**src/rtl/mem_arb_pkg.sv**
```systemverilog
// Shared types and constants for the two-port memory arbiter.
// Optional round-robin arbitration is enabled with MEM_ARB_ROUND_ROBIN_EN.
package mem_arb_pkg;

  typedef enum logic [1:0] {
    ST_IDLE = 2'd0,
    ST_CMD  = 2'd1,
    ST_RESP = 2'd2
  } state_t;

  localparam logic PORT_D = 1'b0;
  localparam logic PORT_F = 1'b1;

  localparam int DEFAULT_DEPTH = 256;

  function automatic logic other_port(input logic port);
    return ~port;
  endfunction

endpackage

```
**src/rtl/mem_arb_sel.sv**
```systemverilog
// Winner selection between the data (d) and fetch (f) ports.
// MEM_ARB_ROUND_ROBIN_EN adds a last-granted pointer; otherwise d has fixed priority.
module mem_arb_sel
  import mem_arb_pkg::*;
(
`ifdef MEM_ARB_ROUND_ROBIN_EN
  input  logic clk,
  input  logic rst,
  input  logic i_take,
`endif
  input  logic i_d_req,
  input  logic i_f_req,
  output logic o_win
);

`ifdef MEM_ARB_ROUND_ROBIN_EN
  logic r_last;

  // Starting from "f granted last" makes d the favoured port out of reset.
  always_ff @(posedge clk or posedge rst) begin
    if (rst) begin
      r_last <= PORT_F;
    end else if (i_take) begin
      r_last <= o_win;
    end
  end

  always_comb begin
    o_win = PORT_F;
    if (i_d_req && i_f_req) begin
      o_win = other_port(r_last);
    end else if (i_d_req) begin
      o_win = PORT_D;
    end
  end
`else
  always_comb begin
    o_win = i_d_req ? PORT_D : PORT_F;
  end
`endif

endmodule

```
**src/rtl/mem_arbiter.sv**
```systemverilog
// Two-port memory arbiter: one access in flight, grant -> command -> ack over three cycles.
// Define MEM_ARB_ROUND_ROBIN_EN for round-robin arbitration instead of fixed d priority.
module mem_arbiter
  import mem_arb_pkg::*;
#(
  parameter int DEPTH = DEFAULT_DEPTH,
  parameter int AW    = 64
) (
  input  logic          clk,
  input  logic          rst,
  input  logic          d_req,
  input  logic          f_req,
  input  logic          d_we,
  input  logic          f_we,
  input  logic [AW-1:0] d_addr,
  input  logic [AW-1:0] f_addr,
  input  logic [63:0]   d_wdata,
  input  logic [63:0]   f_wdata,
  output logic          d_gnt,
  output logic          f_gnt,
  output logic          d_ack,
  output logic          f_ack,
  output logic [63:0]   rdata,
  output logic          err,
  output logic [AW-1:0] mem_addr,
  output logic [63:0]   mem_wdata,
  output logic          mem_read,
  output logic          mem_write,
  input  logic [63:0]   mem_rdata,
  output state_t        dbg_state
);

  localparam logic [AW-1:0] DEPTH_A = AW'(DEPTH);

  state_t        r_state;
  logic          r_we;
  logic          r_oor;
  logic          r_id;

  logic          w_any;
  logic          w_win;
  logic          w_we;
  logic [AW-1:0] w_addr;
  logic [63:0]   w_wdata;

  assign w_any   = d_req | f_req;
  assign w_we    = (w_win == PORT_F) ? f_we    : d_we;
  assign w_addr  = (w_win == PORT_F) ? f_addr  : d_addr;
  assign w_wdata = (w_win == PORT_F) ? f_wdata : d_wdata;

  assign dbg_state = r_state;

`ifdef MEM_ARB_ROUND_ROBIN_EN
  logic w_take;
  assign w_take = (r_state == ST_IDLE) && w_any;
`endif

  mem_arb_sel u_sel (
`ifdef MEM_ARB_ROUND_ROBIN_EN
    .clk     (clk),
    .rst     (rst),
    .i_take  (w_take),
`endif
    .i_d_req (d_req),
    .i_f_req (f_req),
    .o_win   (w_win)
  );

  // Pulse outputs default low every cycle; the case arms raise them for one cycle.
  always_ff @(posedge clk or posedge rst) begin
    if (rst) begin
      r_state   <= ST_IDLE;
      r_we      <= 1'b0;
      r_oor     <= 1'b0;
      r_id      <= PORT_D;
      d_gnt     <= 1'b0;
      f_gnt     <= 1'b0;
      d_ack     <= 1'b0;
      f_ack     <= 1'b0;
      err       <= 1'b0;
      rdata     <= '0;
      mem_addr  <= '0;
      mem_wdata <= '0;
      mem_read  <= 1'b0;
      mem_write <= 1'b0;
    end else begin
      d_gnt     <= 1'b0;
      f_gnt     <= 1'b0;
      d_ack     <= 1'b0;
      f_ack     <= 1'b0;
      err       <= 1'b0;
      mem_read  <= 1'b0;
      mem_write <= 1'b0;
      case (r_state)
        ST_IDLE: begin
          if (w_any) begin
            d_gnt     <= (w_win == PORT_D);
            f_gnt     <= (w_win == PORT_F);
            r_id      <= w_win;
            r_we      <= w_we;
            r_oor     <= (w_addr >= DEPTH_A);
            mem_addr  <= w_addr;
            mem_wdata <= w_wdata;
            r_state   <= ST_CMD;
          end
        end
        ST_CMD: begin
          // Out-of-range accesses never reach the memory.
          if (!r_oor) begin
            mem_write <= r_we;
            mem_read  <= !r_we;
          end
          r_state <= ST_RESP;
        end
        ST_RESP: begin
          if (!r_we && !r_oor) begin
            rdata <= mem_rdata;
          end
          err     <= r_oor;
          d_ack   <= (r_id == PORT_D);
          f_ack   <= (r_id == PORT_F);
          r_state <= ST_IDLE;
        end
        default: r_state <= ST_IDLE;
      endcase
    end
  end

endmodule

```
**config.mk**
```make
export PLATFORM = sky130hd
export DESIGN_NAME = mem_arbiter
export DESIGN_NICKNAME = d
export VERILOG_FILES = /design/src/rtl/mem_arb_pkg.sv /design/src/rtl/mem_arb_sel.sv /design/src/rtl/mem_arbiter.sv
export SDC_FILE = /design/constraint.sdc
export NUM_CORES = 1
export LEC_CHECK = 0
export CORE_AREA = 2 2 203 205
export CTS_CLUSTER_DIAMETER = 30
export DETAILED_ROUTE_END_ITERATION = 8
export DIE_AREA = 0 0 205 207
export PLACE_DENSITY_LB_ADDON = 0.12
export SKIP_LAST_GASP = 1
export SYNTH_ARGS = -nofsm -noshare
export SYNTH_HDL_FRONTEND = slang
export SYNTH_SLANG_ARGS = --single-unit
```
**constraint.sdc**
```tcl
create_clock -name clk -period 6.4 [get_ports clk]
set_input_delay 0.64 -clock clk [delete_from_list [all_inputs] [get_ports clk]]
set_output_delay 0.64 -clock clk [all_outputs]
set_load 0.02 [all_outputs]
```
==> results.py <==
metrics = {
    "floorplan": {
        "row_count": 74,
        "dieArea_um2": 42400,
        "dieWidth_um": 205,
        "io-pin-count": 527,
        "core_um2": 40400,
        "start_util_pct": 22.1,
        "die_h_um": 207,
    },
    "critical_path": {
        "crit_path_start": "d_req",
        "critPathLaunchType": "input port",
        "path_max_fanout": 47,
        "r2r_start": "dbg_state[0]$_DFFE_PP0P_",
        "r2r_cells": 4,
        "reg2reg_setup_slack_ns": 4.43,
        "r2r-end": "rdata[61]$_DFFE_PP0P_",
        "cp-end-kind": "flop",
        "critPathRequiredTime_ns": 6.85,
        "arrival_ns": 2.92,
        "path_class": "input port to flop",
    },
    "pwr": {
        "p_per_area_nw_per_um2": 449,
        "pwr-share-seq_pct": 26.3,
        "netSwitchingFraction_pct": 32.3,
        "power.leakage_uw": 0.00734,
        "ir_drop_uv": 218,
        "pwr-share-clk_pct": 40.3,
        "power_switching_uw": 2430,
        "internal_power_uw": 5080,
        "power_frac_comb_pct": 33.4,
    },
    "global_route": {
        "grt_pass1_vias": 8167,
        "grt_overflow": 0,
        "track_usage_pct": 16.3,
        "grt_max_degree": 155,
        "grt_pass1_wl_um": 51500,
        "antenna_found_initial": 0,
    },
    "final_layout": {
        "multi_input_area_um2": 3520,
        "final_cell_count_no_fill": 1891,
        "seqCellArea_um2": 5100,
        "nets": 1640,
        "drive_gt1_share_pct": 12.4,
        "fin_util_pct": 41.5,
        "n_fill_cell": 3924,
        "syn_to_final_growth_pct": 87.4,
    },
    "timing": {
        "finalSetupTns_ns": 0,
        "setup_viol": 0,
        "fin_skew_ns": 0.0192,
        "slew_headroom_pct": 3.69,
        "fmax_mhz": 405,
        "fin_ws_ns": 3.93,
        "rsz0062_at_grt": "false",
        "tightest_slew_ns": 1.42,
        "hold_viol": 0,
        "period_share_pct": 38.6,
        "period_minus_slack_ns": 2.47,
        "slew_viol_final": 0,
    },
    "synthesis": {
        "syn_area_per_cell_um2": 11.6,
        "synth_top_area_share_pct": 57.1,
        "syn_inst": 767,
        "yosys.area.top_type": "dfrtp_1",
        "synth_flop_cell": "dfrtp_1",
        "syn-num-nets": 1093,
        "synth.distinct_cells": 26,
        "yosys-top-cells-area": "dfrtp_1 57%, mux2i_1 14%, mux2_2 7.4%, o21ai_0 7.2%, nand2_1 5.5%",
        "synthesis.area_um2": 8930,
        "ys_warn_count": 0,
        "synth_edf_count": 0,
        "synthArstFlopShare_pct": 100,
        "yosys_register_bits": 204,
        "synth.cells.most_frequent": "204 x dfrtp_1, 131 x nand2_1, 129 x mux2i_1, 129 x o21ai_0, 59 x mux2_2",
        "synth.most_common_cell": "dfrtp_1",
        "synth-seq-area-share_pct": 57.1,
    },
    "routing": {
        "drc": 0,
        "via_per_inst": 4.14,
        "drt_iter0_drc": 230,
        "vias": 7836,
        "routed_wirelength_um": 35300,
        "ant_nets": 0,
        "wl_per_cell_um": 18.7,
        "dr.pass1.iters": 4,
    },
    "place": {
        "pre_cts_ws_ns": 3.42,
        "io_buffers": 526,
        "place_inst": 1784,
        "gp_congestion": 0.786,
        "hpwl_um": 26900,
    },
    "clock_network": {
        "clockBufferDepth": 3,
        "cts.sinks": 204,
        "post_cts_buffers": 0,
        "cts_resized": 0,
        "clk_pin_slew_ns": 0.04,
        "htree_levels": 2,
        "cts-buffers-inserted": 60,
        "cts_tree": "yes",
        "worstSkewPairLatency_ns": 0.57,
        "cts_hold_repair.buffers": 0,
        "root_buffer": "clkbuf_16",
    },
    "flow_run": {
        "drv_cap": 0,
    },
    "hold_path": {
        "hold_path_class": "flop to flop",
        "worstHoldStart": "mem_wdata[11]$_DFFE_PP0P_",
        "hold-path-endpoint": "mem_wdata[11]$_DFFE_PP0P_",
        "hold_depth": 2,
    },
    "run_status": {
        "status": "finished, final reports clean",
    },
}
==> per-layer routing <==
| layer | global-route usage, % | vias to the layer above | wire [µm] |
|---|---|---|---|
| met2 | 27.2 | 382 | 16800 |
| met3 | 7.79 | 44 | 4200 |
| li1 | - | 3831 | - |
| met5 | 0 | - | 0 |
| met1 | 17.9 | 3579 | 13600 |
| met4 | 5.71 | 0 | 762 |
==> flip-flops by register name (all words and copies together) (netlist names), 2 cells and up <==
signal	flops
dbg_state	2
mem_addr	64
mem_wdata	64
rdata	64
==> worst max-delay path, stage by stage <==
cell and delay (ns):
clkbuf_8 0.42, nor4b_1 1.19, nand4_1 0.19, nor4_1 0.23, nor2_1 0.07, o22a_1 0.15
==> area by class of cell <==
type	count	share of cell area, %
diodes	1	0.0149
clock buffers	86	10.6
clock inverters	20	1.91
inverters	4	0.135
multi-input cells	510	21.0
flip-flops and latches	204	30.5
well taps	532	3.98
repair buffers	534	31.9
==> per-stage QoR <==
stage | total power, µW | area (µm²) | hold WS (ns)
after global placement | 4540 | 14700 | 0.454
final | 7510 | 16700 | 0.471
after CTS | 7650 | 16700 | 0.466
after floorplan | 3200 | 8930 | 0.424
after global routing | 7930 | 16700 | 0.490
after detailed placement | 4550 | 14700 | 0.457
==> layout by cell type (no fill, tap or decap), drive strengths merged <==
| master | count |
|---|---|
| diode | 1 |
| and3 | 1 |
| nor4 | 25 |
| clkdlybuf4s50 | 525 |
| dfrtp | 204 |
| clkinvlp | 2 |
| nor3b | 1 |
| nor2 | 9 |
| mux2 | 64 |
| mux2i | 129 |
| nand2 | 131 |
| nand2b | 1 |
| nor3 | 4 |
| inv | 5 |
| nor2b | 1 |
| o21ai | 130 |
| o22a | 1 |
| nand4 | 6 |
| nor4b | 2 |
| a21oi | 2 |
| bufinv | 8 |
| clkinv | 9 |
| buf | 8 |
| and2 | 1 |
| or4 | 2 |
| clkbuf | 87 |
==> power groups by stage <==
stage          Combinational, µW  Sequential, µW  Clock (µW)
2_1_floorplan                689            2510           0
3_3_place_gp                2560            1980           0
3_5_place_dp                2560            1990           0
4_1_cts                     2570            1980        3100
5_1_grt                     2710            2040        3180
6_report                    2510            1970        3030
==> how the worst max path moves through the flow <==
stage                             end  slack (ns)  depth (start not counted)
finish              r_oor$_DFFE_PP0P_        3.93                          6
detailed placement  r_oor$_DFFE_PP0P_        3.42                          6
CTS                      dbg_state[1]        3.98                          1
global route        r_oor$_DFFE_PP0P_        3.89                          6
global placement    r_oor$_DFFE_PP0P_        3.40                          6
floorplan             d_ack$_DFF_PP0_        0.19                          1
==> kinds of logic after synthesis <==
kind of cell	after synthesis	synth area share (%)
AO/OA/AOI/OAI	133	7.53
buffers and inverters	53	3.60
flip-flops	204	57.1
multiplexers	193	22.5
AND/OR/NAND/NOR	184	9.21
No activity file was read; power rests on OpenSTA's default activity.
